`src/rtl/lsu_pkg.sv`:
```
// Shared state encoding, funct3 decodes and defaults for the EX-stage load/store unit.
package lsu_pkg;

  typedef enum logic [1:0] {
    IDLE   = 2'd0,
    ACCESS = 2'd1,
    DONE   = 2'd2
  } lsu_state_t;

  localparam logic [2:0] LB  = 3'b000;
  localparam logic [2:0] LH  = 3'b001;
  localparam logic [2:0] LW  = 3'b010;
  localparam logic [2:0] LBU = 3'b100;
  localparam logic [2:0] LHU = 3'b101;

  localparam logic [2:0] SB  = 3'b000;
  localparam logic [2:0] SH  = 3'b001;
  localparam logic [2:0] SW  = 3'b010;

  localparam int DEFAULT_TIMEOUT_CYCLES = 16;

endpackage

```
`src/rtl/lsu_align.sv`:
```
// Data-bus alignment helper: misalignment check, byte enables, write-lane replication and
// load lane select/extension. Purely combinational, no flow control.
module lsu_align
  import lsu_pkg::*;
(
  input  logic [1:0]  addr_lo,
  input  logic [2:0]  funct3,
  input  logic [31:0] wdata,
  input  logic [31:0] rdata,
  output logic        misaligned,
  output logic [3:0]  be,
  output logic [31:0] wdata_rep,
  output logic [31:0] load_ext
);

  logic [31:0] lane;

  always_comb begin
    misaligned = 1'b0;
    be         = 4'b1111;
    wdata_rep  = wdata;
    case (funct3[1:0])
      SB[1:0]: begin
        be        = 4'b0001 << addr_lo;
        wdata_rep = {4{wdata[7:0]}};
      end
      SH[1:0]: begin
        misaligned = addr_lo[0];
        be         = 4'b0011 << addr_lo;
        wdata_rep  = {2{wdata[15:0]}};
      end
      SW[1:0]: misaligned = |addr_lo;
      default: misaligned = 1'b1;
    endcase
  end

  // Shift the addressed lane down to bit 0 before extending.
  assign lane = rdata >> {addr_lo, 3'b000};

  always_comb begin
    case (funct3)
      LB:      load_ext = {{24{lane[7]}}, lane[7:0]};
      LBU:     load_ext = {24'h0, lane[7:0]};
      LH:      load_ext = {{16{lane[15]}}, lane[15:0]};
      LHU:     load_ext = {16'h0, lane[15:0]};
      LW:      load_ext = rdata;
      default: load_ext = lane;
    endcase
  end

endmodule

```
`src/rtl/ex_lsu.sv`:
```
// EX-stage load/store unit: one outstanding bus access, result in DONE (>= 3 cycles to advance).
// Stalls the pipeline while the access is in flight; DONE holds its result until advance.
module ex_lsu
  import lsu_pkg::*;
#(
  parameter int TIMEOUT_CYCLES = DEFAULT_TIMEOUT_CYCLES
) (
  input  logic        clk,
  input  logic        rst,
  input  logic        ram_load_access,
  input  logic        ram_store_access,
  input  logic [31:0] ram_load_addr,
  input  logic [31:0] ram_store_addr,
  input  logic [31:0] ram_store_data,
  input  logic [2:0]  funct3,
  input  logic        flush,
  input  logic        advance,
  output logic        stall_req,
  output logic        load_valid,
  output logic [31:0] load_data,
  output logic        misalign_exc,
  output logic        access_fault,
  output logic        bus_req,
  output logic        bus_we,
  output logic [31:0] bus_addr,
  output logic [3:0]  bus_be,
  output logic [31:0] bus_wdata,
  input  logic        bus_ready,
  input  logic [31:0] bus_rdata
);

  localparam logic [7:0] TMO_LAST = 8'(TIMEOUT_CYCLES - 1);

  lsu_state_t  state_q, state_d;
  logic [2:0]  f3_q;
  logic [31:0] rdata_q;
  logic [7:0]  tmo_q;
  logic        fault_q, flushed_q;
  logic        active, is_load, in_idle, latch_en, tmo_hit, complete;
  logic [31:0] req_addr;
  logic [1:0]  al_addr_lo;
  logic [2:0]  al_funct3;
  logic        al_mis;
  logic [3:0]  al_be;
  logic [31:0] al_wdata, al_load;

  assign active   = ram_load_access | ram_store_access;
  assign is_load  = ram_load_access;
  assign req_addr = is_load ? ram_load_addr : ram_store_addr;
  assign in_idle  = (state_q == IDLE);

  // One aligner serves both directions: request decode in IDLE, load extension from latches otherwise.
  assign al_addr_lo = in_idle ? req_addr[1:0] : bus_addr[1:0];
  assign al_funct3  = in_idle ? funct3 : f3_q;

  lsu_align u_align (
    .addr_lo    (al_addr_lo),
    .funct3     (al_funct3),
    .wdata      (ram_store_data),
    .rdata      (rdata_q),
    .misaligned (al_mis),
    .be         (al_be),
    .wdata_rep  (al_wdata),
    .load_ext   (al_load)
  );

  assign tmo_hit  = (tmo_q == TMO_LAST) && !bus_ready;
  assign complete = bus_ready || tmo_hit;

  always_comb begin
    state_d      = state_q;
    latch_en     = 1'b0;
    stall_req    = 1'b0;
    misalign_exc = 1'b0;
    load_valid   = 1'b0;
    load_data    = '0;
    access_fault = 1'b0;
    bus_req      = 1'b0;
    unique case (state_q)
      IDLE: begin
        if (active && !flush) begin
          if (al_mis) begin
            misalign_exc = 1'b1;
          end else begin
            stall_req = 1'b1;
            latch_en  = 1'b1;
            state_d   = ACCESS;
          end
        end
      end
      ACCESS: begin
        bus_req   = 1'b1;
        stall_req = 1'b1;
        // A flushed access still completes on the bus but skips DONE.
        if (complete) state_d = (flushed_q || flush) ? IDLE : DONE;
      end
      DONE: begin
        if (!flush) begin
          access_fault = fault_q;
          if (!bus_we && !fault_q) begin
            load_valid = 1'b1;
            load_data  = al_load;
          end
        end
        if (advance || flush) state_d = IDLE;
      end
      default: state_d = IDLE;
    endcase
  end

  always_ff @(posedge clk or posedge rst) begin
    if (rst) begin
      state_q   <= IDLE;
      bus_we    <= 1'b0;
      bus_addr  <= '0;
      bus_be    <= '0;
      bus_wdata <= '0;
      f3_q      <= '0;
      rdata_q   <= '0;
      tmo_q     <= '0;
      fault_q   <= 1'b0;
      flushed_q <= 1'b0;
    end else begin
      state_q <= state_d;
      if (latch_en) begin
        bus_we    <= !is_load;
        bus_addr  <= req_addr;
        bus_be    <= al_be;
        bus_wdata <= al_wdata;
        f3_q      <= funct3;
        tmo_q     <= '0;
        fault_q   <= 1'b0;
        flushed_q <= 1'b0;
      end
      if (state_q == ACCESS) begin
        if (flush) flushed_q <= 1'b1;
        if (bus_ready)    rdata_q <= bus_rdata;
        else if (tmo_hit) fault_q <= 1'b1;
        else              tmo_q   <= tmo_q + 8'd1;
      end
    end
  end

endmodule
```
`config.mk`:
```
export PLATFORM = sky130hd
export DESIGN_NAME = ex_lsu
export DESIGN_NICKNAME = d
export VERILOG_FILES = /design/src/rtl/lsu_pkg.sv /design/src/rtl/lsu_align.sv /design/src/rtl/ex_lsu.sv
export SDC_FILE = /design/constraint.sdc
export NUM_CORES = 1
export LEC_CHECK = 0
export BUFFER_PORTS_ARGS = -buffer_cell sky130_fd_sc_hd__buf_2
export CORE_MARGIN = 5
export CORE_UTILIZATION = 50
export DETAILED_ROUTE_END_ITERATION = 12
export GPL_TIMING_DRIVEN = 0
export PLACE_DENSITY_LB_ADDON = 0.15
export SYNTH_ARGS = -nofsm -noshare
export SYNTH_HDL_FRONTEND = slang
export SYNTH_SLANG_ARGS = --single-unit
export TNS_END_PERCENT = 1
```
`constraint.sdc`:
```
create_clock -name clk -period 4.27 [get_ports clk]
set_input_delay 0 -clock clk [delete_from_list [all_inputs] [get_ports clk]]
set_output_delay 0 -clock clk [all_outputs]
set_load 0.01 [all_outputs]
```
==> impl_results.md <==
* Fin Setup TNS at 0 ns
* # nets final at 1,141
* DRT Wirelength at 25,100 um
* Number of register bits inferred by synthesis at 116
* Critical R2R Capture: bus_wdata[17]$_DFFE_PP0P_
* 1st-iter DRT viols at 647
* Post-CTS Setup Inserts at 0
* Syn Inst Count at 614
* Register area share after synthesis at 46.2%
* Remaining Overflow, GRT at 0
* Syn_nets at 753
* Detailed placer's ending HPWL at 15,200 um
* Fraction of registers with async set/reset at 100%
* Synth Flop Type: sky130_fd_sc_hd__dfrtp_1
* Chip Width at 122 um
* Clock buffer depth at 2
* Setup violation total in the final timing report at 0
* Share of cells above drive strength 1 at 34.5%
* Min-Delay Path Class: in -> reg
* Post-route total power at 0.00642 W
* Setup WS pre-CTS at 1.74 ns
* Critical path fanouts, max at 10
* Vert. Die Dim at 122 um
* Pins over their slew limit at 0
* Via count of the first global-routing pass at 7,311
* Average via count per standard cell at 5.88
* Gpl congestion at 0.874
* Layout Area Growth over Synthesis at 52.2%
* Final WS setup at 1.23 ns
* Static leakage power at 4.80 nW
* Final worst hold slack at 0.0184 ns
* Remaining routing DRC violations at 0
* Clock insertion delay at the later pin of the skew report at 0.42 ns
* Highest achievable clock rate at 0.329 GHz
* Kind of start point of the critical path: register
* Number of buffers added by the clock tree synthesis step at 17
* Number of enable flip-flop cells after synthesis at 0
* Startpoint of the worst hold path: ram_store_addr[0]
* Nature of the critical path endpoint: output pin
* GRT Resource Usage Total at 33.9%
* Number of nets still failing antenna checks after routing at 0
* PortBufs at 242
* Hold Fails Final Rpt at 0
* Worst path arrival time at 3.04 ns
* Wire length of the first global-routing pass at 38,900 um
* Worst Reg2Reg Path Length in Cells at 7
* Fraction of post-synthesis cell area in the top cell type by area at 46.2%
* Final clock period utilization by the worst path at 71.2%
* Average size of a mapped cell at 10.2 um^2
* Hold endpoint: bus_addr[0]$_DFFE_PP0P_
* Wirelength per Cell at 21.2 um
* Initial antenna violation count at 0
* RSZ-0062 raised after global routing: false
* Outcome: complete, no violations
* First drt pass iteration count at 6
* Register-to-Register Setup Slack at 1.51 ns
* P per Cell Area at 672 nW/um^2
* Data required time at the worst endpoint at 4.27 ns
* Critical path type: reg -> out
* Share of the core filled with cells in the final layout at 76.7%
* Clock root buffer: sky130_fd_sc_hd__clkbuf_16
* Area enclosed by the die boundary at 14,900 um^2
* Number of sinks handled by clock tree synthesis at 116
* YS warnings at 0
* Vias after detailed routing at 6,971
* Actual slew at the worst max-slew pin at 1.34 ns
* Startpoint of the worst-slack reg-to-reg timing path: state_q[0]$_DFFE_PP0P_
* Cell accounting for the most synthesized area: sky130_fd_sc_hd__dfrtp_1
* Cell Area, Synth at 6280 um^2
* TritonCTS clock tree: yes
* CTS clk-pin slew, worst paths at 0.06 ns
* Initial standard-cell utilization of the core at 50.4%
* Placeable core region at 12,500 um^2
* Number of distinct standard cells referenced by the synthesized netlist at 63
* Cell types occupying the most area after synthesis: sky130_fd_sc_hd__dfrtp_1, sky130_fd_sc_hd__mux2i_1, sky130_fd_sc_hd__mux2_2
* I/O pins at 244
* Cell depth of the worst hold path at 3
* Max H-tree Level at 4
* Worst rel slew slack at 9.26%
* Crit path time final at 3.04 ns
* Std-Cell Rows at 41
* Maximum ir drop on the vdd rail at 0.000403 V
* Worst Clk Skew at 0.00949 ns
* Maximum number of pins on one net before global-route repair at 86
* Number of max-capacitance violations reported at 0
-- cell families (layout without fill, tap and decap cells) --
family	after synthesis	after routing	synth area share, %
compound gates	171	171	18.5
fa+ha+maj	1	1	0.199
buf+inv	44	442	3.63
flops	116	116	46.2
mux	115	115	19.6
other cells	0	1	0
simple gates	167	167	11.9
-- cells in the mapped netlist, drive strengths merged, types with 10 or more instances --
master,n
a22o,12
a21oi,31
dfrtp,116
mux2i,67
nand2,73
a21o,10
mux2,48
o21ai,66
nand3,14
nor2,50
buf,23
o21a,10
clkbuf,15
-- repair_timing --
item                                    CTS  global route
gates resized for setup                   0             0
hold buffers                            126             0
hold endpoints to repair                213             0
endpoints found under the setup margin    0             0
-- where the power goes --
group	total, W	switching [W]	internal [W]
Combinational	0.00301	0.00178	0.00123
Clock	0.00136	0.000493	0.000865
Sequential	0.00205	0.000424	0.00162
Total	0.00642	0.00270	0.00372
-- critical path, cell delays in order (launching register included) --
cell,delay [ns]
sky130_fd_sc_hd__dfrtp_1,0.33
sky130_fd_sc_hd__buf_4,0.18
sky130_fd_sc_hd__nor2_8,0.06
sky130_fd_sc_hd__buf_2,0.18
sky130_fd_sc_hd__o311ai_1,1.08
sky130_fd_sc_hd__nand3_1,0.19
sky130_fd_sc_hd__o21ai_2,0.25
sky130_fd_sc_hd__o21a_1,0.21
sky130_fd_sc_hd__buf_2,0.13
-- registers in the layout, summed over array words and instances (netlist names) --
| register | flops |
|---|---|
| state_q | 2 |
| bus_be | 4 |
| bus_addr | 32 |
| f3_q | 3 |
| fault_q | 1 |
| rdata_q | 32 |
| tmo_q | 8 |
| bus_wdata | 32 |
| bus_we | 1 |
| flushed_q | 1 |
-- how the worst max path moves through the flow --
stage	slack [ns]	endpoint	startpoint
after floorplan	1.20	bus_addr[0]$_DFFE_PP0P_	rst
after global placement	-0.12	tmo_q[6]$_DFF_PP0_	rst
after detailed placement	1.74	bus_addr[8]$_DFFE_PP0P_	state_q[0]$_DFFE_PP0P_
after CTS	1.31	load_data[31]	state_q[0]$_DFFE_PP0P_
after global routing	1.08	load_data[31]	state_q[0]$_DFFE_PP0P_
final	1.23	load_data[31]	state_q[0]$_DFFE_PP0P_
-- per-layer routing --
layer | global-route usage, % | wire length, um | vias up
li1 | - | - | 3014
met1 | 38.9 | 9110 | 3378
met2 | 57.1 | 12500 | 471
met3 | 10.3 | 2400 | 108
met4 | 17.8 | 1120 | 0
met5 | 0 | 0 | -
-- area by class of cell --
| class | count | area, um^2 |
|---|---|---|
| Buffer | 38 | 205 |
| Tap cell | 172 | 215 |
| Antenna cell | 1 | 2.50 |
| Clock inverter | 4 | 47.5 |
| Clock buffer | 25 | 505 |
| Multi-Input combinational cell | 454 | 3150 |
| Fill cell | 803 | 2910 |
| Timing Repair Buffer | 369 | 2500 |
| Inverter | 6 | 27.5 |
| Sequential cell | 116 | 2900 |
-- stage by stage --
stage	instances	cell area (um^2)
after CTS	1184	9550
after global routing	1184	9550
after global placement	1028	7710
after detailed placement	1029	7740
after floorplan	614	6280
final	1185	9560
-- cell usage in the layout (no fill, tap or decap), types with 3 or more instances in the layout --
cell,instances
sky130_fd_sc_hd__nor3_1,7
sky130_fd_sc_hd__o21ai_0,60
sky130_fd_sc_hd__buf_4,3
sky130_fd_sc_hd__nand2b_1,3
sky130_fd_sc_hd__clkbuf_16,17
sky130_fd_sc_hd__o21ai_1,3
sky130_fd_sc_hd__nor2_1,48
sky130_fd_sc_hd__mux2i_1,64
sky130_fd_sc_hd__dlygate4sd3_1,126
sky130_fd_sc_hd__a21o_1,10
sky130_fd_sc_hd__mux2_1,7
sky130_fd_sc_hd__nand2_1,72
sky130_fd_sc_hd__nand3_1,14
sky130_fd_sc_hd__a21oi_1,28
sky130_fd_sc_hd__dfrtp_1,116
sky130_fd_sc_hd__a32o_1,5
sky130_fd_sc_hd__and3_1,3
sky130_fd_sc_hd__a211oi_1,9
sky130_fd_sc_hd__a22o_1,12
sky130_fd_sc_hd__clkbuf_1,18
sky130_fd_sc_hd__buf_2,253
sky130_fd_sc_hd__o22ai_1,4
sky130_fd_sc_hd__o21a_1,10
sky130_fd_sc_hd__clkbuf_8,5
sky130_fd_sc_hd__a222oi_1,8
sky130_fd_sc_hd__buf_6,5
sky130_fd_sc_hd__mux2_2,41
sky130_fd_sc_hd__inv_1,4
sky130_fd_sc_hd__buf_1,4
(Power assumes the default switching activity.)
